## src/rtl/amp_i2s_receiver.sv

```systemverilog
// Oversampled I2S receiver: stereo deserialiser with slot-length framing lock.
// Define AMP_I2S_RX_LJ_EN for left-justified instead of Philips one-bit-delay.
module amp_i2s_receiver #(
    parameter int WIDTH       = 16,
    parameter int SLOTS       = 32,
    parameter int LOCK_FRAMES = 4,
    parameter int SYNC_STAGES = 2,
    parameter int TIMEOUT     = 256
) (
    input  logic             clk_in,
    input  logic             resetb,
    input  logic             i2s_bck,
    input  logic             i2s_ws,
    input  logic             i2s_d0,
    output logic [WIDTH-1:0] left_pcm,
    output logic [WIDTH-1:0] right_pcm,
    output logic             sample_valid,
    output logic             audio_locked
);

    localparam int GW = $clog2(2*LOCK_FRAMES+1);
    localparam int TW = $clog2(TIMEOUT+1);
`ifdef AMP_I2S_RX_LJ_EN
    localparam int SRW = SLOTS;
`else
    localparam int SRW = SLOTS-1;
`endif

    typedef enum logic [1:0] {HUNT, CHECK, LOCKED} state_t;

    logic [SYNC_STAGES-1:0] r_bck_sy, r_ws_sy, r_d0_sy;
    logic                   r_bck_prev, r_ws_prev;
    logic [SRW-1:0]         r_sr;
    logic [5:0]             r_bit_cnt;
    logic [WIDTH-1:0]       r_left_hold;
    logic                   r_left_ok;
    logic [TW-1:0]          r_idle;
    state_t                 r_state, w_state_nxt;
    logic [GW-1:0]          r_good, w_good_nxt;

    logic             w_bck_rise, w_ws_s, w_d0_s, w_edge, w_timeout;
    logic             w_slot_ok, w_emit;
    logic [SLOTS-1:0] w_shift;
    logic [WIDTH-1:0] w_kept;
    logic [5:0]       w_cnt_rst;

    assign w_bck_rise = r_bck_sy[SYNC_STAGES-1] & ~r_bck_prev;
    assign w_ws_s     = r_ws_sy[SYNC_STAGES-1];
    assign w_d0_s     = r_d0_sy[SYNC_STAGES-1];
    assign w_edge     = w_bck_rise & (w_ws_s != r_ws_prev);
    assign w_timeout  = (r_idle == TW'(TIMEOUT));

`ifdef AMP_I2S_RX_LJ_EN
    // Transition bit is the MSB of the new slot, so the ended word is sr.
    assign w_shift   = {r_sr[SRW-2:0], w_d0_s};
    assign w_kept    = r_sr[SLOTS-1 -: WIDTH];
    assign w_slot_ok = ({1'b0, r_bit_cnt} == 7'(SLOTS));
    assign w_cnt_rst = 6'd1;
`else
    assign w_shift   = {r_sr, w_d0_s};
    assign w_kept    = w_shift[SLOTS-1 -: WIDTH];
    assign w_slot_ok = ({1'b0, r_bit_cnt} + 7'd1 == 7'(SLOTS));
    assign w_cnt_rst = 6'd0;
`endif

    assign w_emit = w_edge & r_ws_prev & w_slot_ok & r_left_ok
                  & (r_state == LOCKED) & ~w_timeout;

    always_ff @(posedge clk_in or negedge resetb) begin
        if (!resetb) begin
            r_bck_sy    <= '0;
            r_ws_sy     <= '0;
            r_d0_sy     <= '0;
            r_bck_prev  <= 1'b0;
            r_ws_prev   <= 1'b0;
            r_sr        <= '0;
            r_bit_cnt   <= '0;
            r_left_hold <= '0;
            r_left_ok   <= 1'b0;
            r_idle      <= '0;
        end else begin
            r_bck_sy   <= {r_bck_sy[SYNC_STAGES-2:0], i2s_bck};
            r_ws_sy    <= {r_ws_sy[SYNC_STAGES-2:0], i2s_ws};
            r_d0_sy    <= {r_d0_sy[SYNC_STAGES-2:0], i2s_d0};
            r_bck_prev <= r_bck_sy[SYNC_STAGES-1];
            if (w_bck_rise)
                r_idle <= '0;
            else if (!w_timeout)
                r_idle <= r_idle + 1'b1;
            if (w_bck_rise) begin
                r_sr      <= w_shift[SRW-1:0];
                r_ws_prev <= w_ws_s;
                if (w_edge)
                    r_bit_cnt <= w_cnt_rst;
                else if (r_bit_cnt != 6'd63)
                    r_bit_cnt <= r_bit_cnt + 6'd1;
            end
            if (w_edge && !r_ws_prev) begin
                r_left_hold <= w_kept;
                r_left_ok   <= w_slot_ok;
            end
        end
    end

    always_ff @(posedge clk_in or negedge resetb) begin
        if (!resetb) begin
            r_state      <= HUNT;
            r_good       <= '0;
            left_pcm     <= '0;
            right_pcm    <= '0;
            sample_valid <= 1'b0;
            audio_locked <= 1'b0;
        end else begin
            r_state      <= w_state_nxt;
            r_good       <= w_good_nxt;
            sample_valid <= w_emit;
            audio_locked <= (w_state_nxt == LOCKED);
            if (w_emit) begin
                left_pcm  <= r_left_hold;
                right_pcm <= w_kept;
            end
        end
    end

    always_comb begin
        w_state_nxt = r_state;
        w_good_nxt  = r_good;
        if (w_timeout) begin
            w_state_nxt = HUNT;
            w_good_nxt  = '0;
        end else if (w_edge) begin
            unique case (r_state)
                HUNT: begin
                    w_state_nxt = CHECK;
                    w_good_nxt  = '0;
                end
                CHECK: begin
                    if (!w_slot_ok)
                        w_good_nxt = '0;
                    else if (r_good == GW'(2*LOCK_FRAMES-1)) begin
                        w_state_nxt = LOCKED;
                        w_good_nxt  = '0;
                    end else
                        w_good_nxt = r_good + 1'b1;
                end
                LOCKED: begin
                    if (!w_slot_ok) begin
                        w_state_nxt = CHECK;
                        w_good_nxt  = '0;
                    end
                end
                default: begin
                    w_state_nxt = HUNT;
                    w_good_nxt  = '0;
                end
            endcase
        end
    end

endmodule
```

## config.mk

```make
export PLATFORM = sky130hd
export DESIGN_NAME = amp_i2s_receiver
export DESIGN_NICKNAME = d
export VERILOG_FILES = /design/src/rtl/amp_i2s_receiver.sv
export SDC_FILE = /design/constraint.sdc
export NUM_CORES = 1
export LEC_CHECK = 0
export CAP_MARGIN = 20
export CORE_MARGIN = 4
export CORE_UTILIZATION = 40
export CTS_CLUSTER_SIZE = 24
export DETAILED_ROUTE_END_ITERATION = 10
export PLACE_DENSITY = 0.61
export SETUP_SLACK_MARGIN = 0.3
export SLEW_MARGIN = 20
export SYNTH_ARGS = -nofsm -noshare
export SYNTH_HDL_FRONTEND = slang
export SYNTH_SLANG_ARGS = --single-unit
```

## constraint.sdc

```tcl
create_clock -name clk_in -period 3.2 [get_ports clk_in]
set_clock_uncertainty 0.15 [all_clocks]
set_input_delay 0.8 -clock clk_in [delete_from_list [all_inputs] [get_ports clk_in]]
set_output_delay 0.8 -clock clk_in [all_outputs]
set_load 0.01 [all_outputs]
```

== After elaboration in Yosys (flattened, before gate mapping) ==
Cells that the tools add are included.

* Register bits after elaboration: 111
* Output and inout bits: 34
* Logic and storage cells: 62

* $add $sub $neg: 4
* Equality and inequality tests: 10
* Muxes and demuxes: 16
* Bitwise gates (word level): 9
* Reductions and logical operators: 7

{| class="wikitable"
|+ Operators by type and width
! operator !! number
|-
| two-way mux 4 bit || 5
|-
| two-way mux 9 bit || 2
|-
| two-way mux 6 bit || 2
|-
| two-way mux 2 bit || 5
|-
| adder 9 x 1 -> 9 bit, second input constant || 1
|-
| equality test 9 bit, second input constant || 1
|-
| case mux 4 bit (2 select lines) || 1
|-
| adder 6 x 1 -> 7 bit, second input constant || 1
|-
| bitwise AND 1 bit || 7
|-
| equality test 7 x 6 -> 1 bit, second input constant || 1
|-
| adder 6 x 1 -> 6 bit, second input constant || 1
|-
| inequality test 6 bit, second input constant || 1
|-
| case mux 2 bit (3 select lines) || 1
|-
| adder 4 x 1 -> 4 bit, second input constant || 1
|-
| equality test 2 bit, second input constant || 2
|-
| equality test 4 x 3 -> 1 bit, second input constant || 1
|-
| AND reduction 2 bit || 2
|-
| nonzero test 2 bit || 2
|-
| inequality test 3 bit, second input constant || 1
|-
| equality test 2 x 1 -> 1 bit, second input constant || 1
|-
| zero test 2 bit || 1
|-
| inequality test 2 bit, second input constant || 1
|-
| NOT 1 bit || 2
|-
| logical AND 1 bit || 1
|-
| 2 further kinds || 2
|}

== Logic depth before layout (Yosys ltp) ==
* Word-level depth: 8
* Gate-level depth with buffers: 8
* Gate-level depth less buffers: 7

== Worst setup path after synthesis ==
OpenSTA, ideal clock, no wires.

* Kind: reg2reg
* From: register r_bit_cnt[0]
* To: register left_pcm[0]
* Data arrival time: 2008 ps
* Data required time: 2925 ps
* Path slack: 917 ps
* Cell stages (with the launch flop): 8
* Path buffers: 1
* Period minus slack after synthesis: 2283 ps
* Cells stage by stage: dfrtp_1 ha_1 o21bai_1 o211ai_1 a21oi_4 nor3b_4 buf_6 mux2_2

* Word-level cells in the longest chain between the ends: 6

{| class="wikitable"
|+ Ends and longest elaborated chain
! item !! RTL line !! source
|-
| start: declaration || 34 || <nowiki>logic [5:0] r_bit_cnt;</nowiki>
|-
| start signal: assignment || 94 || <nowiki>r_bit_cnt <= w_cnt_rst;</nowiki>
|-
| start signal: assignment || 96 || <nowiki>r_bit_cnt <= r_bit_cnt + 6'd1;</nowiki>
|-
| adder 6 x 1 -> 7 bit || 62 || <nowiki>assign w_slot_ok = ({1'b0, r_bit_cnt} + 7'd1 == 7'(SLOTS));</nowiki>
|-
| equality test 7 x 6 -> 1 bit || 62 ||
|-
| bitwise AND 1 bit (2 in a row) || 66 || <nowiki>assign w_emit = w_edge & r_ws_prev & w_slot_ok & r_left_ok</nowiki>
|-
| bitwise AND 1 bit (2 in a row) || 67 || <nowiki>& (r_state == LOCKED) & ~w_timeout;</nowiki>
|-
| end signal: assignment || 119 || <nowiki>left_pcm <= r_left_hold;</nowiki>
|-
| end: declaration || 15 || <nowiki>output logic [WIDTH-1:0] left_pcm,</nowiki>
|}

Every way passes these cells.
A chain may end at the register's enable or synchronous reset.

== Worst setup path after layout ==
* From: register r_bit_cnt[0]
* To: register right_pcm[14]

* Word-level cells in the longest chain between the ends: 6

{| class="wikitable"
|+ Ends and longest elaborated chain
! item !! RTL line !! source
|-
| adder 6 x 1 -> 7 bit || 62 ||
|-
| equality test 7 x 6 -> 1 bit || 62 ||
|-
| bitwise AND 1 bit (2 in a row) || 66 ||
|-
| bitwise AND 1 bit (2 in a row) || 67 ||
|-
| end signal: assignment || 120 || <nowiki>right_pcm <= w_kept;</nowiki>
|-
| end: declaration || 16 || <nowiki>output logic [WIDTH-1:0] right_pcm,</nowiki>
|}

Every way passes these cells.

==> flow_summary.yaml <==
clock_network:
  post_cts_buffers: 0
  clock_sinks: 111
  clk_pin_slew_ps: 70
  htree_num_levels: 3
  clockRootBuffer: "clkbuf_16"
  ctsHoldBuffers: 0
  cts_tree: "yes"
  insertion_delay_ps: 330
  cts_buffers: 9
  cts_resized: 0
  cts_buffer_depth: 2
cells_and_area:
  nets: 446
  multi_input_area_um2: 1670
  layout_common_cells: "111 x nand2_1, 111 x dfrtp_1, 47 x mux2_2, 37 x clkdlybuf4s50_1, 15 x nor2_1"
  area_growth_pct: 18.1
  final_cells: 581
  n_fill_cell: 1004
  n_antenna_cell: 0
  regArea_um2: 2780
  final_area_um2: 5380
  drive_above_1_share_pct: 17.9
hold_path:
  hold_path.class: "flop to flop"
synth:
  ys_ff_latch: 111
  synth_edf_count: 0
  synthCells: 393
  syn_area_um2: 4550
  synthArstFlopShare_pct: 100
  syn-mean-instance-area_um2: 11.6
  yosys.cell_types.count: 48
  yosysSeqAreaShare_pct: 61.0
  synth_flop_cell: "dfrtp_1"
  yosys_warnings: 0
  synth_nets: 403
global_route:
  grt_antenna_before_repair: 0
  track_usage_pct: 13.1
  grt_overflow_total: 0
  gr-usage-met1_pct: 16.6
  gr-max-usage-layer: "met2"
  grt_pass1_vias: 2927
  gr-usage-met3_pct: 3.54
  grt_max_degree: 45
  grt_pass1_wl_mm: 13.8
  met2_usage_pct: 21.6
placement:
  hpwlAfterDp_mm: 5.16
  gp_congestion: 0.797
  place_area_um2: 5100
  io_buffer_count: 38
  dp.cells: 565
route:
  route.vias.total: 2864
  drtIter0Drc: 134
  wirelength_mm: 7.84
  wl_per_cell_um: 13.5
  drc_errors: 0
  viasPerCell: 4.93
  drtPass1Iterations: 4
  ant_nets: 0
floorplan:
  start_util_pct: 41.4
  die-area_um2: 13200
  die_w_um: 115
  num_rows: 38
  ioPinCount: 39
  die_height_um: 115
  core_um2: 11000
timing:
  fin_setup_tns_ps: 0
  slew_viol_final: 0
  worst_slew_pin_slew_ps: 864
  min_period_ps: 2590
  rsz0062_at_grt: "false"
  fmax_mhz: 386
  whs_ps: 202
  max-slew-margin-rel_pct: 42.2
  finalSetupViolations: 0
  hold_violations: 0
  min_period_over_period_pct: 80.9
critical_path:
  required_ps: 3270
  worstSetupStartpointType: "flop"
  path_max_fanout: 32
  r2r_slack_ps: 610
  cp.arrival_ps: 2660
  cp_num_buf_inv: 1
  end_kind: "flop"
  critPathKind: "flop to flop"
  crit_slowest_cell: "dfrtp_1"
  critPathTopFamily: "compound AO/OA/AOI/OAI gates"
  slowest_delay_ps: 440
  cp_cell_sequence: "ha_1 > o21bai_1 > o211ai_1 > a21oi_4 > nor3b_4 > buf_4 > mux2_2"
flow_run:
  max_cap_viol_count: 0
power:
  peakVddDrop_uv: 408
  p_total_mw: 2.82
  p_leak_nw: 2.61
  power_density_nw_per_um2: 524
outcome:
  status: "complete, no violations"
[state kept, by name, indices dropped and copies added, names as in the netlist]
register / flops
audio_locked: 1
r_bck_sy: 2
r_left_ok: 1
r_ws_sy: 2
r_sr: 31
r_left_hold: 16
r_idle: 9
sample_valid: 1
r_ws_prev: 1
right_pcm: 16
r_bit_cnt: 6
left_pcm: 16
r_bck_prev: 1
r_state: 2
r_d0_sy: 2
r_good: 4
[Yosys cell counts (3+ instances only)]
cell / n / area, um^2
o21ai_0: 8 / 40.0
a21oi_1: 8 / 40.0
and3_1: 5 / 31.3
ha_1: 5 / 62.6
nand2_1: 111 / 417
buf_6: 3 / 33.8
xnor2_1: 4 / 35.0
nand2b_1: 5 / 31.3
clkbuf_1: 11 / 41.3
nand3_1: 8 / 40.0
inv_1: 6 / 22.5
dfrtp_1: 111 / 2780
nor2_1: 15 / 56.3
mux2_2: 47 / 529
xor2_1: 6 / 52.6
[final cells by class]
type / instances / area share (%)
sequential: 111 / 51.7
multi-input combinational: 260 / 31.1
clock inverter: 5 / 0.628
timing repair buffer: 48 / 8.43
inverter: 6 / 0.419
clock buffer: 11 / 4.52
tap: 140 / 3.26
[per-stage QoR]
stage	setup slack [ps]	utilization (%)
floorplan	917	-
global placement	676	46.4
detailed placement	611	46.4
CTS	591	48.9
global route	396	48.9
finish	610	48.9
[cell families (layout without fill, tap and decap cells)]
| group | Yosys count | count (layout) | synth area share (%) |
|---|---|---|---|
| fa+ha+maj | 5 | 5 | 1.37 |
| flops | 111 | 111 | 61.0 |
| buf+inv | 22 | 70 | 2.34 |
| mux | 50 | 50 | 12.3 |
| xor+xnor | 10 | 10 | 1.92 |
| simple gates | 165 | 165 | 16.5 |
| compound gates | 30 | 30 | 4.48 |
[worst register-to-register path, stage by stage, from the launching register on]
cell and delay, ps:
dfrtp_1 440, ha_1 280, o21bai_1 160, o211ai_1 200, a21oi_4 240, nor3b_4 210, buf_4 410, mux2_2 400
[power by group]
group / internal, mW / switching [mW] / leakage (nW)
combinational: 0.0933 / 0.135 / 0.966
sequential: 1.49 / 0.0800 / 1.51
clock: 0.548 / 0.475 / 0.132
total: 2.13 / 0.689 / 2.61
[metal layers]
layer	wire (um)	part of all wire, %
met1	3740	48
met2	3770	48
met3	222	2.8
met4	103	1.3
met5	0	0
[worst paths after layout]
| kind | startpoint | cells after the start | to |
|---|---|---|---|
| min | r_d0_sy[0]$_DFF_PN0_ | 0 | r_d0_sy[1]$_DFF_PN0_ |
| max | r_bit_cnt[0]$_DFFE_PN0P_ | 7 | right_pcm[14]$_DFFE_PN0P_ |
| min reg2reg | r_d0_sy[0]$_DFF_PN0_ | 0 | r_d0_sy[1]$_DFF_PN0_ |
| max reg2reg | r_bit_cnt[0]$_DFFE_PN0P_ | 7 | right_pcm[14]$_DFFE_PN0P_ |
| max in group asynchronous | resetb | 2 | right_pcm[14]$_DFFE_PN0P_ |
| min in group asynchronous | resetb | 1 | r_d0_sy[1]$_DFF_PN0_ |
Power figures use the tool's default switching activity.
